$ cat config.mk
export PLATFORM = sky130hd
export DESIGN_NAME = multi_param_loader
export DESIGN_NICKNAME = d
export VERILOG_FILES = /design/src/rtl/multi_param_loader.sv
export SDC_FILE = /design/constraint.sdc
export NUM_CORES = 2
export LEC_CHECK = 0
export BUFFER_PORTS_ARGS = -buffer_cell sky130_fd_sc_hd__buf_2
export CAP_MARGIN = 20
export CORE_MARGIN = 3
export CORE_UTILIZATION = 50
export CTS_CLUSTER_DIAMETER = 200
export DETAILED_ROUTE_END_ITERATION = 12
export GPL_TIMING_DRIVEN = 0
export PLACE_DENSITY = 0.66
export SLEW_MARGIN = 20
export SYNTH_ARGS = -nofsm -noshare
export SYNTH_HDL_FRONTEND = slang
export SYNTH_SLANG_ARGS = --single-unit
$ cat constraint.sdc
create_clock -name clk -period 4.65 [get_ports clk]
set_clock_uncertainty 0.05 [all_clocks]
set_input_delay 0.465 -clock clk [delete_from_list [all_inputs] [get_ports clk]]
set_output_delay 0.465 -clock clk [all_outputs]
set_load 0.05 [all_outputs]
$ cat src/rtl/multi_param_loader.sv
// multi_param_loader: round-robin sequencer copying per-channel
// parameter BRAMs into register buffers with registered read ports.
module multi_param_loader #(
  parameter int DATA_WIDTH = 16,
  parameter int NUM_CH     = 2,
  parameter int MAX_DEPTH  = 64,
  parameter int ADDR_W     = $clog2(MAX_DEPTH),
  parameter int DEPTH_W    = $clog2(MAX_DEPTH + 1),
  parameter int BRAM_LAT   = 2
) (
  input  logic                         clk,
  input  logic                         rst_n,
  input  logic [NUM_CH-1:0]            load_done_i,
  input  logic [NUM_CH*DEPTH_W-1:0]    depth_i,
  input  logic [NUM_CH*DATA_WIDTH-1:0] bram_dout_i,
  output logic [NUM_CH-1:0]            bram_en_o,
  output logic [ADDR_W-1:0]            bram_addr_o,
  output logic [NUM_CH-1:0]            ready_o,
  input  logic [NUM_CH*ADDR_W-1:0]     rd_addr_i,
  output logic [NUM_CH*DATA_WIDTH-1:0] rd_data_o
);

  localparam int CH_W = (NUM_CH > 1) ? $clog2(NUM_CH) : 1;

  localparam logic [1:0] S_IDLE  = 2'd0;
  localparam logic [1:0] S_ISSUE = 2'd1;
  localparam logic [1:0] S_DRAIN = 2'd2;
  localparam logic [1:0] S_DONE  = 2'd3;

  localparam logic [DEPTH_W-1:0] MAX_LEN = DEPTH_W'(MAX_DEPTH);
  localparam logic [ADDR_W:0]    MAX_RD  = (ADDR_W + 1)'(MAX_DEPTH);

  logic [1:0]            state;
  logic [CH_W-1:0]       ch_sel;
  logic [CH_W-1:0]       rr_ptr;
  logic [CH_W-1:0]       gnt_ch;
  logic [CH_W-1:0]       rr_nxt;
  logic                  gnt_ok;
  logic [NUM_CH-1:0]     gnt_mask;
  logic [NUM_CH-1:0]     prev_q;
  logic [NUM_CH-1:0]     rise_q;
  logic [NUM_CH-1:0]     pending;
  logic [NUM_CH-1:0]     ready;
  logic [NUM_CH-1:0]     ready_nxt;
  logic [DEPTH_W-1:0]    dlen;
  logic [DEPTH_W-1:0]    req_len;
  logic [DEPTH_W-1:0]    clamp_len;
  logic [ADDR_W-1:0]     idx;
  logic [BRAM_LAT-1:0]   pv;
  logic [ADDR_W-1:0]     pidx [BRAM_LAT];
  logic                  pipe_busy;
  logic [DATA_WIDTH-1:0] mem [NUM_CH][MAX_DEPTH];
  logic [NUM_CH*DATA_WIDTH-1:0] rd_q;

  // pick the first pending channel at or after the round-robin pointer
  always_comb begin
    gnt_ok = 1'b0;
    gnt_ch = '0;
    for (int k = NUM_CH - 1; k >= 0; k--) begin
      if (pending[(int'(rr_ptr) + k) % NUM_CH]) begin
        gnt_ok = 1'b1;
        gnt_ch = CH_W'((int'(rr_ptr) + k) % NUM_CH);
      end
    end
  end

  assign rr_nxt    = (int'(gnt_ch) == NUM_CH - 1) ? '0 : gnt_ch + 1'b1;
  assign req_len   = depth_i[int'(gnt_ch)*DEPTH_W +: DEPTH_W];
  assign clamp_len = (req_len > MAX_LEN) ? MAX_LEN : req_len;
  assign gnt_mask  = (state == S_IDLE && gnt_ok) ?
                     (NUM_CH'(1) << gnt_ch) : '0;

  // stages before the last must be empty; the last one lands this edge
  always_comb begin
    pipe_busy = 1'b0;
    for (int s = 0; s < BRAM_LAT - 1; s++) pipe_busy = pipe_busy | pv[s];
  end

  // sequencer: grant, issue reads, drain captures, publish ready
  always_ff @(posedge clk) begin
    if (!rst_n) begin
      state  <= S_IDLE;
      ch_sel <= '0;
      dlen   <= '0;
      idx    <= '0;
      rr_ptr <= '0;
    end else begin
      case (state)
        S_IDLE: begin
          if (gnt_ok) begin
            ch_sel <= gnt_ch;
            dlen   <= clamp_len;
            idx    <= '0;
            rr_ptr <= rr_nxt;
            state  <= (clamp_len == '0) ? S_DONE : S_ISSUE;
          end
        end
        S_ISSUE: begin
          idx <= idx + 1'b1;
          if (DEPTH_W'(idx) == dlen - 1'b1) state <= S_DRAIN;
        end
        S_DRAIN: begin
          if (!pipe_busy) state <= S_DONE;
        end
        S_DONE:  state <= S_IDLE;
        default: state <= S_IDLE;
      endcase
    end
  end

  // a re-request during the load keeps the channel not ready
  always_comb begin
    ready_nxt = ready;
    if (state == S_DONE) ready_nxt[ch_sel] = ~pending[ch_sel];
    ready_nxt = ready_nxt & ~rise_q;
  end

  // request edge detect, pending set and ready bookkeeping
  always_ff @(posedge clk) begin
    if (!rst_n) begin
      prev_q  <= '0;
      rise_q  <= '0;
      pending <= '0;
      ready   <= '0;
    end else begin
      prev_q  <= load_done_i;
      rise_q  <= load_done_i & ~prev_q;
      pending <= (pending & ~gnt_mask) | rise_q;
      ready   <= ready_nxt;
    end
  end

  // capture pipe tracking reads in flight through the BRAM
  always_ff @(posedge clk) begin
    if (!rst_n) begin
      pv <= '0;
      for (int s = 0; s < BRAM_LAT; s++) pidx[s] <= '0;
    end else begin
      pv[0]   <= (state == S_ISSUE);
      pidx[0] <= idx;
      for (int s = 1; s < BRAM_LAT; s++) begin
        pv[s]   <= pv[s-1];
        pidx[s] <= pidx[s-1];
      end
    end
  end

  // buffer write; contents survive reset
  always_ff @(posedge clk) begin
    if (rst_n && pv[BRAM_LAT-1])
      mem[ch_sel][pidx[BRAM_LAT-1]] <=
        bram_dout_i[int'(ch_sel)*DATA_WIDTH +: DATA_WIDTH];
  end

  // per-channel registered read, zero outside the buffer
  always_ff @(posedge clk) begin
    if (!rst_n) begin
      rd_q <= '0;
    end else begin
      for (int c = 0; c < NUM_CH; c++) begin
        if ({1'b0, rd_addr_i[c*ADDR_W +: ADDR_W]} < MAX_RD)
          rd_q[c*DATA_WIDTH +: DATA_WIDTH] <=
            mem[c][rd_addr_i[c*ADDR_W +: ADDR_W]];
        else
          rd_q[c*DATA_WIDTH +: DATA_WIDTH] <= '0;
      end
    end
  end

  assign bram_en_o   = (state == S_ISSUE) ? (NUM_CH'(1) << ch_sel) : '0;
  assign bram_addr_o = (state == S_ISSUE) ? idx : '0;
  assign ready_o     = ready;
  assign rd_data_o   = rd_q;

endmodule

# Yosys cells after proc, flatten, opt, wreduce, memory -nomap -nowiden
# Memory sizes are Yosys's and may differ from the RTL's.
# Cells that the tools add are included.
[word_totals]
out_inout_bits = 42
reg_bits = 59
inputBits = 62
latchBits = 0
rom_bits = 0
ram_bits = 2060
elab_cells = 103
memories = 2
[memory_table]
columns = ["memory", "words", "width", "read_ports", "rd_clocked_by_memory_dff", "write_ports", "line_no", "text"]
rows = [
  ["mem", 2, 1024, 2, 0, 1, "52", "logic [DATA_WIDTH-1:0] mem [NUM_CH][MAX_DEPTH];"],
  ["pidx", 2, 6, 2, 0, 2, "50", "logic [ADDR_W-1:0] pidx [BRAM_LAT];"],
]
[op_classes]
mux = 41
shifts = 4
n_addsub = 4
n_eq_ne = 7
magnitude_cmp = 9
bitwise = 14
mul = 1
div_mod_pow = 0
reduce_logical = 10
[ops]
columns = ["cell", "count"]
rows = [
  ["two-way mux 1024 bit", 1],
  ["binary-select mux 16 bit (select 6 bit)", 2],
  ["demux 16 bit (select 6 bit)", 1],
  ["two-way mux 16 bit", 5],
  ["variable part select 32 x 6 -> 16 bit", 1],
  ["two-way mux 6 bit", 4],
  [">= comparator 7 bit (second input constant)", 3],
  ["NOT 6 -> 7 bit", 3],
  ["two-way mux 1 bit", 16],
  ["two-way mux 2 bit", 7],
  ["variable part select 14 x 5 -> 7 bit", 1],
  ["case mux 6 bit (2 select lines)", 1],
  ["case mux 2 bit (4 select lines)", 1],
  ["== test 6 x 7 -> 1 bit", 1],
  ["greater-than comparator 7 bit (second input constant)", 1],
  ["logical NOT 7 bit", 1],
  ["< comparator 7 x 1 -> 1 bit (second input constant)", 1],
  ["two-way mux 7 bit", 1],
  ["subtractor 7 x 1 -> 7 bit (second input constant)", 1],
  ["adder 6 x 1 -> 6 bit (second input constant)", 1],
  ["AND 2 bit", 3],
  ["inequality test 2 bit (second input constant)", 3],
  ["NOT 2 bit", 3],
  ["== test 2 bit (second input constant)", 2],
  ["other kinds (18)", 26],
]

# Logic depth before layout (Yosys ltp)
[depth]
ltp_word = 15
depth_mapped = 9
depth_no_buf = 8

# Worst setup path after synthesis
# No wires, ideal clock.
[synth_path]
path_type = "input to register"
start = "input port rst_n"
end = "memory mem[1][256] (netlist name), enable pin"
setup_ns = 0.389
path_buffers = 2
cell_stages = 6
t_required_ns = 4.211
path_slack_ns = 2.102
t_arrival_ns = 2.109
cell_sequence = "clkbuf_1 -> nand2_1 -> nor2_1 -> nand3_1 -> clkbuf_1 -> nor2_1"
[synth_between]
elab_chain_cells = 3
[synth_rtl]
columns = ["element", "line_no", "text"]
rows = [
  ["start: declaration", "12", "input logic rst_n,"],
  ["logical AND 1 bit", "150", "if (rst_n && pv[BRAM_LAT-1])"],
  ["two-way mux 1 bit", "150", ""],
  ["two-way mux 1024 bit (implied by the code)", "151", "mem[ch_sel][pidx[BRAM_LAT-1]] <="],
  ["end: declaration", "52", ""],
]
# Every way passes these cells.

# Worst setup path after layout
[layout_path]
start = "register ch_sel"
end = "memory mem[1][410] (netlist name), enable pin"
[layout_lines]
columns = ["element", "line_no", "text"]
rows = [
  ["start: declaration", "34", "logic [CH_W-1:0] ch_sel;"],
  ["start signal: assignment", "91", "ch_sel <= gnt_ch;"],
]
# Straight into the memory's write port.

==> qor.json <==
{
  "outcome": {
    "outcome": "complete, no violations"
  },
  "power_and_ir_drop": {
    "power_per_cell_area_nw_per_um2": 429,
    "peakVddDrop_mv": 0.300,
    "power.static_leakage_nw": 30.1
  },
  "cts": {
    "cts.htree.levels": 4,
    "post_cts_buffers": 0,
    "clock_latency_on_the_worst_skew_pair_ps": 840,
    "cts_root_buffer": "sky130_fd_sc_hd__clkbuf_16",
    "worst_setup_hold_path_clk_slew_ps": 60,
    "cts_tree": "yes",
    "cts-root-to-sink-buffers": 3,
    "cts-resized-gates": 0,
    "cts.sink_count": 2119,
    "clock_buffer_count_from_cts": 200,
    "cts.hold.buffers_added": 15
  },
  "global_route": {
    "vias_in_the_first_global_route": 39457,
    "maximum_number_of_pins_on_one_net_before_global_route_repair": 113,
    "grt_pass1_wl_um": 303000,
    "grt_overflow_total": 0,
    "groute.usage.overall_pct": 26.0,
    "number_of_antenna_violations_at_the_first_check_in_global_routing": 7
  },
  "synth": {
    "ys_types": 42,
    "syn_nets": 3687,
    "syn_avg_cell_area_sq_um": 22.4,
    "synth.yosys.warnings": 0,
    "synth_sequential_area_ratio_pct": 77.5,
    "synth_enable_flop_cells": 2048,
    "postSynth.topFlopCell": "sky130_fd_sc_hd__edfxtp_1",
    "synthArstFlopShare_pct": 0,
    "count_of_state_elements_after_synthesis": 2119,
    "synth.cell_area_sq_um": 81200,
    "syn-instance-count": 3619
  },
  "final_layout": {
    "stdcell_count": 6358,
    "nNetsFinal": 4100,
    "drive_gt1_share_pct": 31.1,
    "multiInputGateArea_sq_um": 18100,
    "area_growth_syn_to_layout_pct": 15.2,
    "ff_latch_area_sq_um": 62900,
    "n_fill_cell": 11368
  },
  "worst_setup_path": {
    "reg2reg_setup_slack_ps": 410,
    "type_of_origin_of_the_critical_path": "flip-flop",
    "cp_slowest_stage_delay_ps": 1090,
    "critical_path_cell_sequence": "clkbuf_1, buf_1, nand3_1, nor2_2, buf_6",
    "critical_path_arrival_ps": 4720,
    "rr_endpoint": "mem[1][410]",
    "timing.critical_path.from": "ch_sel",
    "worstReg2RegStart": "ch_sel",
    "path_class": "reg -> reg",
    "worst_path_max_delay_cell": "sky130_fd_sc_hd__nand3_1",
    "timing.critical_path.to": "mem[1][410]",
    "worst_path_max_fanout": 10,
    "setup.worst_path.end_class": "flip-flop",
    "worst-r2r-cell-count": 5,
    "worst_ep_required_time_ps": 5120
  },
  "routing": {
    "dr.first_iter.drc_count": 6252,
    "detailroute.via_count": 40348,
    "routed_wire_length_per_instance_um": 34.2,
    "detailedRoute.firstPassIterationCount": 6,
    "drtAntennaViolNets": 0,
    "vias_per_cell": 6.35,
    "drc": 0,
    "route.final.wire_length_um": 218000
  },
  "min_path": {
    "hold_class": "in -> reg"
  },
  "die": {
    "placement_rows": 147,
    "initial_core_util_pct": 50.5,
    "floorplan.io_pins": 104,
    "die-area_sq_um": 167000,
    "die_w_um": 409,
    "dieHeight_um": 409,
    "core_sq_um": 161000
  },
  "placed_design": {
    "io_buffers": 94,
    "gp_congestion": 0.966,
    "pre_cts_slack_ps": 477,
    "place.detailed.instances": 5975,
    "place_hpwl_um": 140000
  },
  "timing": {
    "setup_total_negative_slack_ps": 0,
    "period_needed_ps": 4240,
    "tcrit_tclk_final_pct": 91.2,
    "finalHoldWorstSlack_ps": 72.2,
    "max_freq_mhz": 236,
    "timing.final.max_slew_violations": 0,
    "unrepaired_setup_endpoints_after_global_routing": "no",
    "setup_slack_ps": 408,
    "setup_viol": 0,
    "timing.slew.headroom_pct": 20.2,
    "final-hold-violation-count": 0,
    "worst_pin_slew_ps": 1200
  },
  "flow_run": {
    "cap_violations": 0
  }
}
cell usage after synthesis (3+ instances only):
cell,number,share of area (%)
sky130_fd_sc_hd__o21ai_1,25,0.15
sky130_fd_sc_hd__xor2_1,5,0.054
sky130_fd_sc_hd__a21oi_1,29,0.18
sky130_fd_sc_hd__inv_1,7,0.032
sky130_fd_sc_hd__a22oi_1,78,0.72
sky130_fd_sc_hd__or4_1,3,0.028
sky130_fd_sc_hd__and2_1,27,0.21
sky130_fd_sc_hd__nor3_1,6,0.037
sky130_fd_sc_hd__mux2i_1,214,2.6
sky130_fd_sc_hd__buf_1,28,0.13
sky130_fd_sc_hd__edfxtp_1,2048,76
sky130_fd_sc_hd__nor2b_1,16,0.12
sky130_fd_sc_hd__nand2_1,99,0.46
sky130_fd_sc_hd__o21ai_0,11,0.068
sky130_fd_sc_hd__nor2_1,144,0.67
sky130_fd_sc_hd__ha_1,6,0.092
sky130_fd_sc_hd__xnor2_1,7,0.075
sky130_fd_sc_hd__clkbuf_1,60,0.28
sky130_fd_sc_hd__o22ai_1,7,0.054
sky130_fd_sc_hd__o211ai_2,8,0.12
sky130_fd_sc_hd__o211ai_1,12,0.11
sky130_fd_sc_hd__nand3_1,17,0.10
sky130_fd_sc_hd__nand2b_1,11,0.085
sky130_fd_sc_hd__nand4_1,3,0.023
sky130_fd_sc_hd__buf_2,69,0.43
sky130_fd_sc_hd__o211a_1,5,0.062
sky130_fd_sc_hd__buf_4,27,0.25
sky130_fd_sc_hd__mux4_2,537,15
sky130_fd_sc_hd__dfxtp_1,71,1.7
sky130_fd_sc_hd__mux2_2,17,0.24
sky130_fd_sc_hd__buf_6,9,0.12
worst min path at each step:
stage,from,slack [ps],cells after the start,endpoint
after global placement,prev_q[1],320,1,rise_q[1]
final,bram_dout_i[13],70,2,mem[0][653]
after CTS,depth_i[12],4,4,dlen[5]
after global routing,bram_dout_i[13],50,2,mem[0][957]
after detailed placement,prev_q[1],320,1,rise_q[1]
after floorplan,prev_q[0],320,1,rise_q[0]
state kept, by name, summed over array words and instances (netlist names):
name,flops
mem,2048
rd_data_o,32
pidx,12
dlen,7
idx,6
pending,2
prev_q,2
pv,2
ready_o,2
rise_q,2
state,2
ch_sel,1
rr_ptr,1
final cells by class:
class / instances / share of cell area [%]
repair buffers: 211 / 2.36
diodes: 1 / 0.00267
flip-flops and latches: 2119 / 67.2
plain buffers: 193 / 1.06
well taps: 2160 / 2.89
clock buffers: 254 / 5.81
clock inverters: 113 / 1.27
inverters: 7 / 0.0281
multi-input cells: 1300 / 19.3
layout by cell type (no fill, tap or decap), types with 29 or more instances in the layout:
master and count:
sky130_fd_sc_hd__clkbuf_16 206, sky130_fd_sc_hd__nor2_2 85, sky130_fd_sc_hd__clkinv_2 38, sky130_fd_sc_hd__mux4_2 537, sky130_fd_sc_hd__nand2_1 99, sky130_fd_sc_hd__buf_8 48, sky130_fd_sc_hd__a21oi_1 29, sky130_fd_sc_hd__clkbuf_1 88
sky130_fd_sc_hd__mux2i_1 214, sky130_fd_sc_hd__clkinv_1 34, sky130_fd_sc_hd__nor2_4 43, sky130_fd_sc_hd__buf_2 167, sky130_fd_sc_hd__buf_6 47, sky130_fd_sc_hd__a22oi_1 78, sky130_fd_sc_hd__dfxtp_1 71, sky130_fd_sc_hd__edfxtp_1 2048
per-stage QoR:
stage	power, mW	instance area [sq um]	utilization, %
floorplan	23.0	81200	-
global placement	23.9	84400	52.4
detailed placement	24.0	86800	53.9
CTS	40.3	93600	58.1
global route	41.2	93600	58.1
finish	40.2	93600	58.1
kinds of logic after synthesis:
kind of cell	after synthesis	synth area share [%]
buf+inv	200	1.24
xor+xnor	12	0.129
simple gates	333	1.79
fa+ha+maj	6	0.0924
flops	2119	77.5
compound gates	181	1.53
mux	768	17.8
critical path: cells and delay by family, from the launching register on:
| family | cells | cell delay [ps] |
|---|---|---|
| AND/OR/NAND/NOR | 2 | 2040 |
| buffers and inverters | 3 | 1520 |
| flip-flops | 1 | 310 |
power breakdown:
group / internal [mW] / leakage (nW) / switching [mW]
clock: 9.40 / 3.25 / 7.12
sequential: 21.1 / 19.0 / 0.0339
combinational: 0.819 / 7.83 / 1.70
total: 31.3 / 30.1 / 8.86
metal layers:
layer  routed length (um)  track usage, %  vias up
met1                86400            38.2    21567
met3                25300            7.01      376
met4                 6860            7.77        4
met5                   25               0        -
met2                99000            38.6     2396
li1                     -               -    16005
No activity file was read; power rests on OpenSTA's default activity.
